File: src/rtl/alu_serial_ctrl_pkg.sv
// alu_serial_ctrl_pkg: opcodes, FSM states and opcode helpers for the bit-serial ALU
package alu_serial_ctrl_pkg;
   localparam logic [2:0] ALU_AND = 3'b000;
   localparam logic [2:0] ALU_OR  = 3'b001;
   localparam logic [2:0] ALU_ADD = 3'b010;
   localparam logic [2:0] ALU_SUB = 3'b110;
   localparam logic [2:0] ALU_XOR = 3'b011;
   typedef enum logic [1:0] {IDLE, RUN, DONE} state_t;
   function automatic logic is_arith(input logic [2:0] op);
      return op == ALU_ADD || op == ALU_SUB;
   endfunction
   function automatic logic is_legal(input logic [2:0] op);
      return is_arith(op) || op == ALU_AND || op == ALU_OR || op == ALU_XOR;
   endfunction
endpackage

File: src/rtl/alu_serial_ctrl_alu_1.sv
// alu_1: one-bit ALU slice (AND/OR/XOR/ADD) with carry in/out
module alu_1
   import alu_serial_ctrl_pkg::*;
(
   input  logic       a_i,
   input  logic       b_i,
   input  logic       cin_i,
   input  logic [2:0] op_i,
   output logic       r_o,
   output logic       cout_o
);
   assign r_o = op_i == ALU_AND ? a_i & b_i :
                op_i == ALU_OR  ? a_i | b_i :
                op_i == ALU_XOR ? a_i ^ b_i :
                op_i == ALU_ADD ? a_i ^ b_i ^ cin_i : 1'b0;
   assign cout_o = (op_i == ALU_ADD) & ((a_i & b_i) | (cin_i & (a_i ^ b_i)));
endmodule

File: src/rtl/alu_serial_ctrl.sv
// alu_serial_ctrl: bit-serial WIDTH-bit ALU sequencer, LSB first; ALU_SERIAL_OVF_EN adds signed overflow output ovf
module alu_serial_ctrl
   import alu_serial_ctrl_pkg::*;
#(
   parameter int WIDTH = 32,
   parameter int CNT_W = $clog2(WIDTH)
) (
   input  logic             clk,
   input  logic             rst,
   input  logic             start,
   input  logic [WIDTH-1:0] a,
   input  logic [WIDTH-1:0] b,
   input  logic [2:0]       alu_op,
   output logic             busy,
   output logic             done,
   output logic [WIDTH-1:0] result,
   output logic             carry_out,
   output logic             zero,
`ifdef ALU_SERIAL_OVF_EN
   output logic             ovf,
`endif
   output logic             err
);
   localparam logic [CNT_W-1:0] LAST = CNT_W'(WIDTH - 1);
   state_t state_q, state_d;
   logic [WIDTH-1:0] a_sh_q, a_sh_d, b_sh_q, b_sh_d, res_sh_q, res_sh_d, result_q, result_d;
   logic [2:0] op_q, op_d;
   logic [CNT_W-1:0] cnt_q, cnt_d;
   logic carry_q, carry_d, done_q, done_d, cout_q, cout_d, zero_q, zero_d, err_q, err_d;
   logic s_r, s_co;
`ifdef ALU_SERIAL_OVF_EN
   logic cin_msb_q, cin_msb_d, ovf_q, ovf_d;
   assign ovf = ovf_q;
`endif
   assign busy      = state_q == RUN;
   assign done      = done_q;
   assign result    = result_q;
   assign carry_out = cout_q;
   assign zero      = zero_q;
   assign err       = err_q;

   alu_1 u_slice (
      .a_i   (a_sh_q[0]),
      .b_i   (op_q == ALU_SUB ? ~b_sh_q[0] : b_sh_q[0]),
      .cin_i (carry_q),
      .op_i  (op_q == ALU_SUB ? ALU_ADD : op_q),
      .r_o   (s_r),
      .cout_o(s_co)
   );

   // State and datapath registers; reset clears everything so no done pulse survives rst
   always_ff @(posedge clk or posedge rst) begin
      if (rst) begin
         state_q  <= IDLE;
         a_sh_q   <= '0;
         b_sh_q   <= '0;
         res_sh_q <= '0;
         result_q <= '0;
         op_q     <= ALU_AND;
         cnt_q    <= '0;
         carry_q  <= 1'b0;
         done_q   <= 1'b0;
         cout_q   <= 1'b0;
         zero_q   <= 1'b0;
         err_q    <= 1'b0;
`ifdef ALU_SERIAL_OVF_EN
         cin_msb_q <= 1'b0;
         ovf_q     <= 1'b0;
`endif
      end else begin
         state_q  <= state_d;
         a_sh_q   <= a_sh_d;
         b_sh_q   <= b_sh_d;
         res_sh_q <= res_sh_d;
         result_q <= result_d;
         op_q     <= op_d;
         cnt_q    <= cnt_d;
         carry_q  <= carry_d;
         done_q   <= done_d;
         cout_q   <= cout_d;
         zero_q   <= zero_d;
         err_q    <= err_d;
`ifdef ALU_SERIAL_OVF_EN
         cin_msb_q <= cin_msb_d;
         ovf_q     <= ovf_d;
`endif
      end
   end

   // Next state: accept in IDLE (not during the done pulse), shift one bit per RUN cycle, publish flags from DONE
   always_comb begin
      state_d  = state_q;
      a_sh_d   = a_sh_q;
      b_sh_d   = b_sh_q;
      res_sh_d = res_sh_q;
      result_d = result_q;
      op_d     = op_q;
      cnt_d    = cnt_q;
      carry_d  = carry_q;
      done_d   = 1'b0;
      cout_d   = cout_q;
      zero_d   = zero_q;
      err_d    = err_q;
`ifdef ALU_SERIAL_OVF_EN
      cin_msb_d = cin_msb_q;
      ovf_d     = ovf_q;
`endif
      case (state_q)
         IDLE: if (start && !done_q) begin
            op_d    = alu_op;
            a_sh_d  = a;
            b_sh_d  = b;
            cnt_d   = '0;
            carry_d = alu_op == ALU_SUB;
            state_d = is_legal(alu_op) ? RUN : DONE;
         end
         RUN: begin
            res_sh_d = {s_r, res_sh_q[WIDTH-1:1]};
            a_sh_d   = a_sh_q >> 1;
            b_sh_d   = b_sh_q >> 1;
            carry_d  = s_co;
            cnt_d    = cnt_q + 1'b1;
`ifdef ALU_SERIAL_OVF_EN
            cin_msb_d = cnt_q == LAST ? carry_q : cin_msb_q;
`endif
            state_d  = cnt_q == LAST ? DONE : RUN;
         end
         DONE: begin
            done_d   = 1'b1;
            result_d = is_legal(op_q) ? res_sh_q : '0;
            cout_d   = is_arith(op_q) & carry_q;
            zero_d   = result_d == '0;
            err_d    = !is_legal(op_q);
`ifdef ALU_SERIAL_OVF_EN
            ovf_d    = is_arith(op_q) & (cin_msb_q ^ carry_q);
`endif
            state_d  = IDLE;
         end
         default: state_d = IDLE;
      endcase
   end
endmodule
File: config.mk
export PLATFORM = sky130hd
export DESIGN_NAME = alu_serial_ctrl
export DESIGN_NICKNAME = d
export VERILOG_FILES = /design/src/rtl/alu_serial_ctrl_pkg.sv /design/src/rtl/alu_serial_ctrl_alu_1.sv /design/src/rtl/alu_serial_ctrl.sv
export SDC_FILE = /design/constraint.sdc
export NUM_CORES = 1
export LEC_CHECK = 0
export ABC_AREA = 0
export BUFFER_PORTS_ARGS = -buffer_cell sky130_fd_sc_hd__buf_2
export CELL_PAD_IN_SITES_DETAIL_PLACEMENT = 1
export CELL_PAD_IN_SITES_GLOBAL_PLACEMENT = 1
export CORE_MARGIN = 8
export CORE_UTILIZATION = 47
export DETAILED_ROUTE_END_ITERATION = 16
export GPL_ROUTABILITY_DRIVEN = 0
export PLACE_DENSITY = 0.88
export RECOVER_POWER = 25
export SLEW_MARGIN = 20
export SYNTH_ARGS = -nofsm -noshare
export SYNTH_HDL_FRONTEND = slang
export SYNTH_SLANG_ARGS = --single-unit
File: constraint.sdc
create_clock -name clk -period 8.9 [get_ports clk]
set_input_delay 0.89 -clock clk [delete_from_list [all_inputs] [get_ports clk]]
set_output_delay 0.89 -clock clk [all_outputs]
set_load 0.05 [all_outputs]
==> run_results.csv <==
group,metric,value,unit
logic_synthesis,ys_seq_area_share,58.8,%
die,dieArea,0.0169,mm2
min_path,min_path_cells,2,
finish,nets,743,
setup_path,worst-r2r-cell-count,6,
timing,slew-limit-headroom,-97.8,%
die,num_rows,41,
die,die_x,130,um
timing,clock.fmax,305,MHz
logic_synthesis,syn_area,0.00609,mm2
finish,fillers,1459,
die,io_pins,107,
pwr,cellInternalPower,1690,uW
timing,skew,0.00838,ns
min_path,hold_class,"flop to flop",
route,drc,0,
global_route,antenna_found_initial,1,
clock_tree,cts-resized-gates,0,
setup_path,cp_slowest_stage_delay,1.64,ns
setup_path,worst_r2r_startpoint,"state_q[0]$_DFFE_PP0P_",
setup_path,ff2ff_setup_slack,5.70,ns
clock_tree,cts_sinks,143,
clock_tree,tritoncts,"yes",
logic_synthesis,synth.avg_cell_area,10.6,um2
timing,setup_tns,0,ns
clock_tree,ctsHoldBuffers,0,
route,drt_iter0_drc,319,
logic_synthesis,yosysWarnings,0,
logic_synthesis,synth_cells,574,
setup_path,cp-end-kind,"asynchronous set/reset pin",
clock_tree,h-tree-depth,4,
setup_path,cp_cell_sequence,"buf_2 -> clkinvlp_2 -> buf_4",
finish,final_common_cell,"nand2_1",
setup_path,crit_buf_inv,3,
timing,setup_violations,0,
pwr,pwr-share-comb,33.4,%
logic_synthesis,synth_edf_count,0,
route,ant_nets,0,
setup_path,worstReg2RegEnd,"zero$_DFFE_PP0P_",
die,initial_core_util,48.2,%
pwr,seqPwrFrac,39.2,%
pwr,p_clk_share,27.4,%
clock_tree,clk_latency,0.42,ns
logic_synthesis,ys_top_cells_by_area,"dfrtp_1 (59%), nand2_1 (11%), mux2i_1 (10%)",
die,fp.dieH,130,um
logic_synthesis,synth.distinct_cells,35,
global_route,grt_usage,19.3,%
logic_synthesis,yosys_most_used_dff,"dfrtp_1",
global_route,grt-ovfl-total,0,
placed_design,dpl_worst_slack,6.05,ns
pwr,p_leak,0.00361,uW
timing,finalCritPeriodShare,36.9,%
route,wl,15200,um
timing,final_hold_viol_count,0,
logic_synthesis,yosysTopAreaCell,"dfrtp_1",
logic_synthesis,synth-seq-cells,143,
clock_tree,cts_buffer_depth,2,
die,core_area,0.0126,mm2
timing,slew_viol_final,105,
clock_tree,post_cts_buffers,0,
setup_path,required,9.31,ns
finish,final_cell_mix,"nand2_1 (171), dfrtp_1 (143), buf_2 (106), o21ai_1 (63), mux2i_1 (62)",
setup_path,cp-start-kind,"input port",
run,drv_cap,2,
status,outcome,"complete, but fails checks",
placed_design,placed_cell_area,0.00669,mm2
setup_path,cp_max_fo,78,
finish,drive_gt1_share,21.8,%
logic_synthesis,synth_top_cell_area_share,58.8,%
setup_path,crit_family,"buffers and inverters",
clock_tree,numCtsBuffers,17,
setup_path,worstPathArrival,3.69,ns
setup_path,path_class,"input port to asynchronous set/reset pin",
status,violations,"capacitance limit, slew limit",
clock_tree,root_buffer,"clkbuf_16",
timing,grt_setup_unrepaired,"false",
finish,postLayoutCellArea,0.00731,mm2
route,viasPerCell,5.33,
placed_design,hpwl,9920,um
global_route,grt_first_pass_wirelength,25600,um
global_route,grt_max_degree,90,
timing,final.setup.worst_slack,5.62,ns
route,vias,4538,
pwr,peakVddDrop,237,uV
pwr,power_density,377,mW/mm2
finish,syn2layout_area_growth,20.1,%
placed_design,io_buffers,106,
logic_synthesis,syn-num-nets,649,
global_route,grt_pass1_vias,5089,
route,dr.pass1.iters,4,
timing,finalCriticalPeriod,3.28,ns
min_path,hold_path_end,"a_sh_q[9]$_DFFE_PP0P_",
pwr,swShare,38.6,%
finish,num_antenna_cells,0,
min_path,worstHoldStart,"a_sh_q[10]$_DFFE_PP0P_",
clock_tree,clk_pin_slew,0.06,ns
timing,tightest_slew,2.95,ns
setup_path,slowest_stage,"clkinvlp_2",
route,wl_per_cell,17.8,um
logic_synthesis,ys_async_sr_fraction,100,%
pwr,switching_power,1060,uW
flip-flops by register name (all words and copies together), names as in the netlist, 2 cells and up:
name      count
op_q          3
a_sh_q       32
res_sh_q     32
state_q       2
b_sh_q       32
cnt_q         5
result       32
metrics by stage:
step           std cells  hold slack [ns]  power (uW)  util (%)
3_5_place_dp         821            0.478        2010      53.0
5_1_grt              852            0.511        2940      57.9
2_1_floorplan        574            0.449        1770         -
6_report             852            0.489        2750      57.9
4_1_cts              852            0.498        2790      58.0
3_3_place_gp         821            0.466        1920      53.0
cell usage after synthesis (3+ instances only):
| cell | number |
|---|---|
| mux2i_1 | 62 |
| buf_6 | 5 |
| nand2b_1 | 4 |
| dfrtp_1 | 143 |
| ha_1 | 4 |
| mux2_2 | 3 |
| nor2_1 | 6 |
| o21ai_0 | 11 |
| nand2_1 | 171 |
| buf_2 | 15 |
| buf_1 | 3 |
| o21ai_1 | 63 |
| nor4_1 | 8 |
| inv_1 | 7 |
| a22o_1 | 32 |
| clkbuf_1 | 13 |
power by group through the flow:
| stage | logic, uW | registers, uW | clock network, uW |
|---|---|---|---|
| floorplan | 602 | 1170 | 0 |
| global placement | 866 | 1060 | 0 |
| detailed placement | 925 | 1080 | 0 |
| CTS | 940 | 1080 | 771 |
| global route | 1030 | 1110 | 795 |
| finish | 921 | 1080 | 755 |
worst max-delay path by stage:
stage,startpoint,end,cells past startpoint
finish,rst,result[24]$_DFFE_PP0P_,3
global route,rst,result[29]$_DFFE_PP0P_,3
CTS,state_q[1]$_DFFE_PP0P_,busy,4
detailed placement,state_q[1]$_DFFE_PP0P_,cnt_q[2]$_DFFE_PP0P_,7
global placement,start,cnt_q[2]$_DFFE_PP0P_,6
floorplan,rst,a_sh_q[0]$_DFFE_PP0P_,1
metal layers:
metal	up-vias	wire (um)	track usage [%]
li1	2145	-	-
met1	2286	6550	23.5
met2	93	7860	32.7
met3	12	670	5.30
met4	2	95	5.67
met5	-	10	0
worst min-delay path, stage by stage (launching register included):
cell     delay [ns]
dfrtp_1        0.34
nand2_1        0.05
o21ai_1        0.06
logic make-up (layout without fill, tap and decap cells):
group | count (synthesis) | count (layout) | share of synthesized area (%)
compound gates | 114 | 114 | 11.6
mux | 65 | 65 | 10.7
buf+inv | 44 | 150 | 3.70
flops | 143 | 143 | 58.8
simple gates | 201 | 201 | 13.7
xor+xnor | 2 | 2 | 0.288
fa+ha+maj | 5 | 5 | 1.15
final cells by class:
| type | count | area (um2) | share of cell area (%) |
|---|---|---|---|
| flip-flops and latches | 143 | 3580 | 49.0 |
| well taps | 172 | 215 | 2.94 |
| repair buffers | 112 | 572 | 7.82 |
| inverters | 7 | 30.0 | 0.411 |
| clock inverters | 11 | 163 | 2.23 |
| multi-input cells | 387 | 2280 | 31.3 |
| clock buffers | 20 | 467 | 6.38 |
No activity file was read; power rests on OpenSTA's default activity.
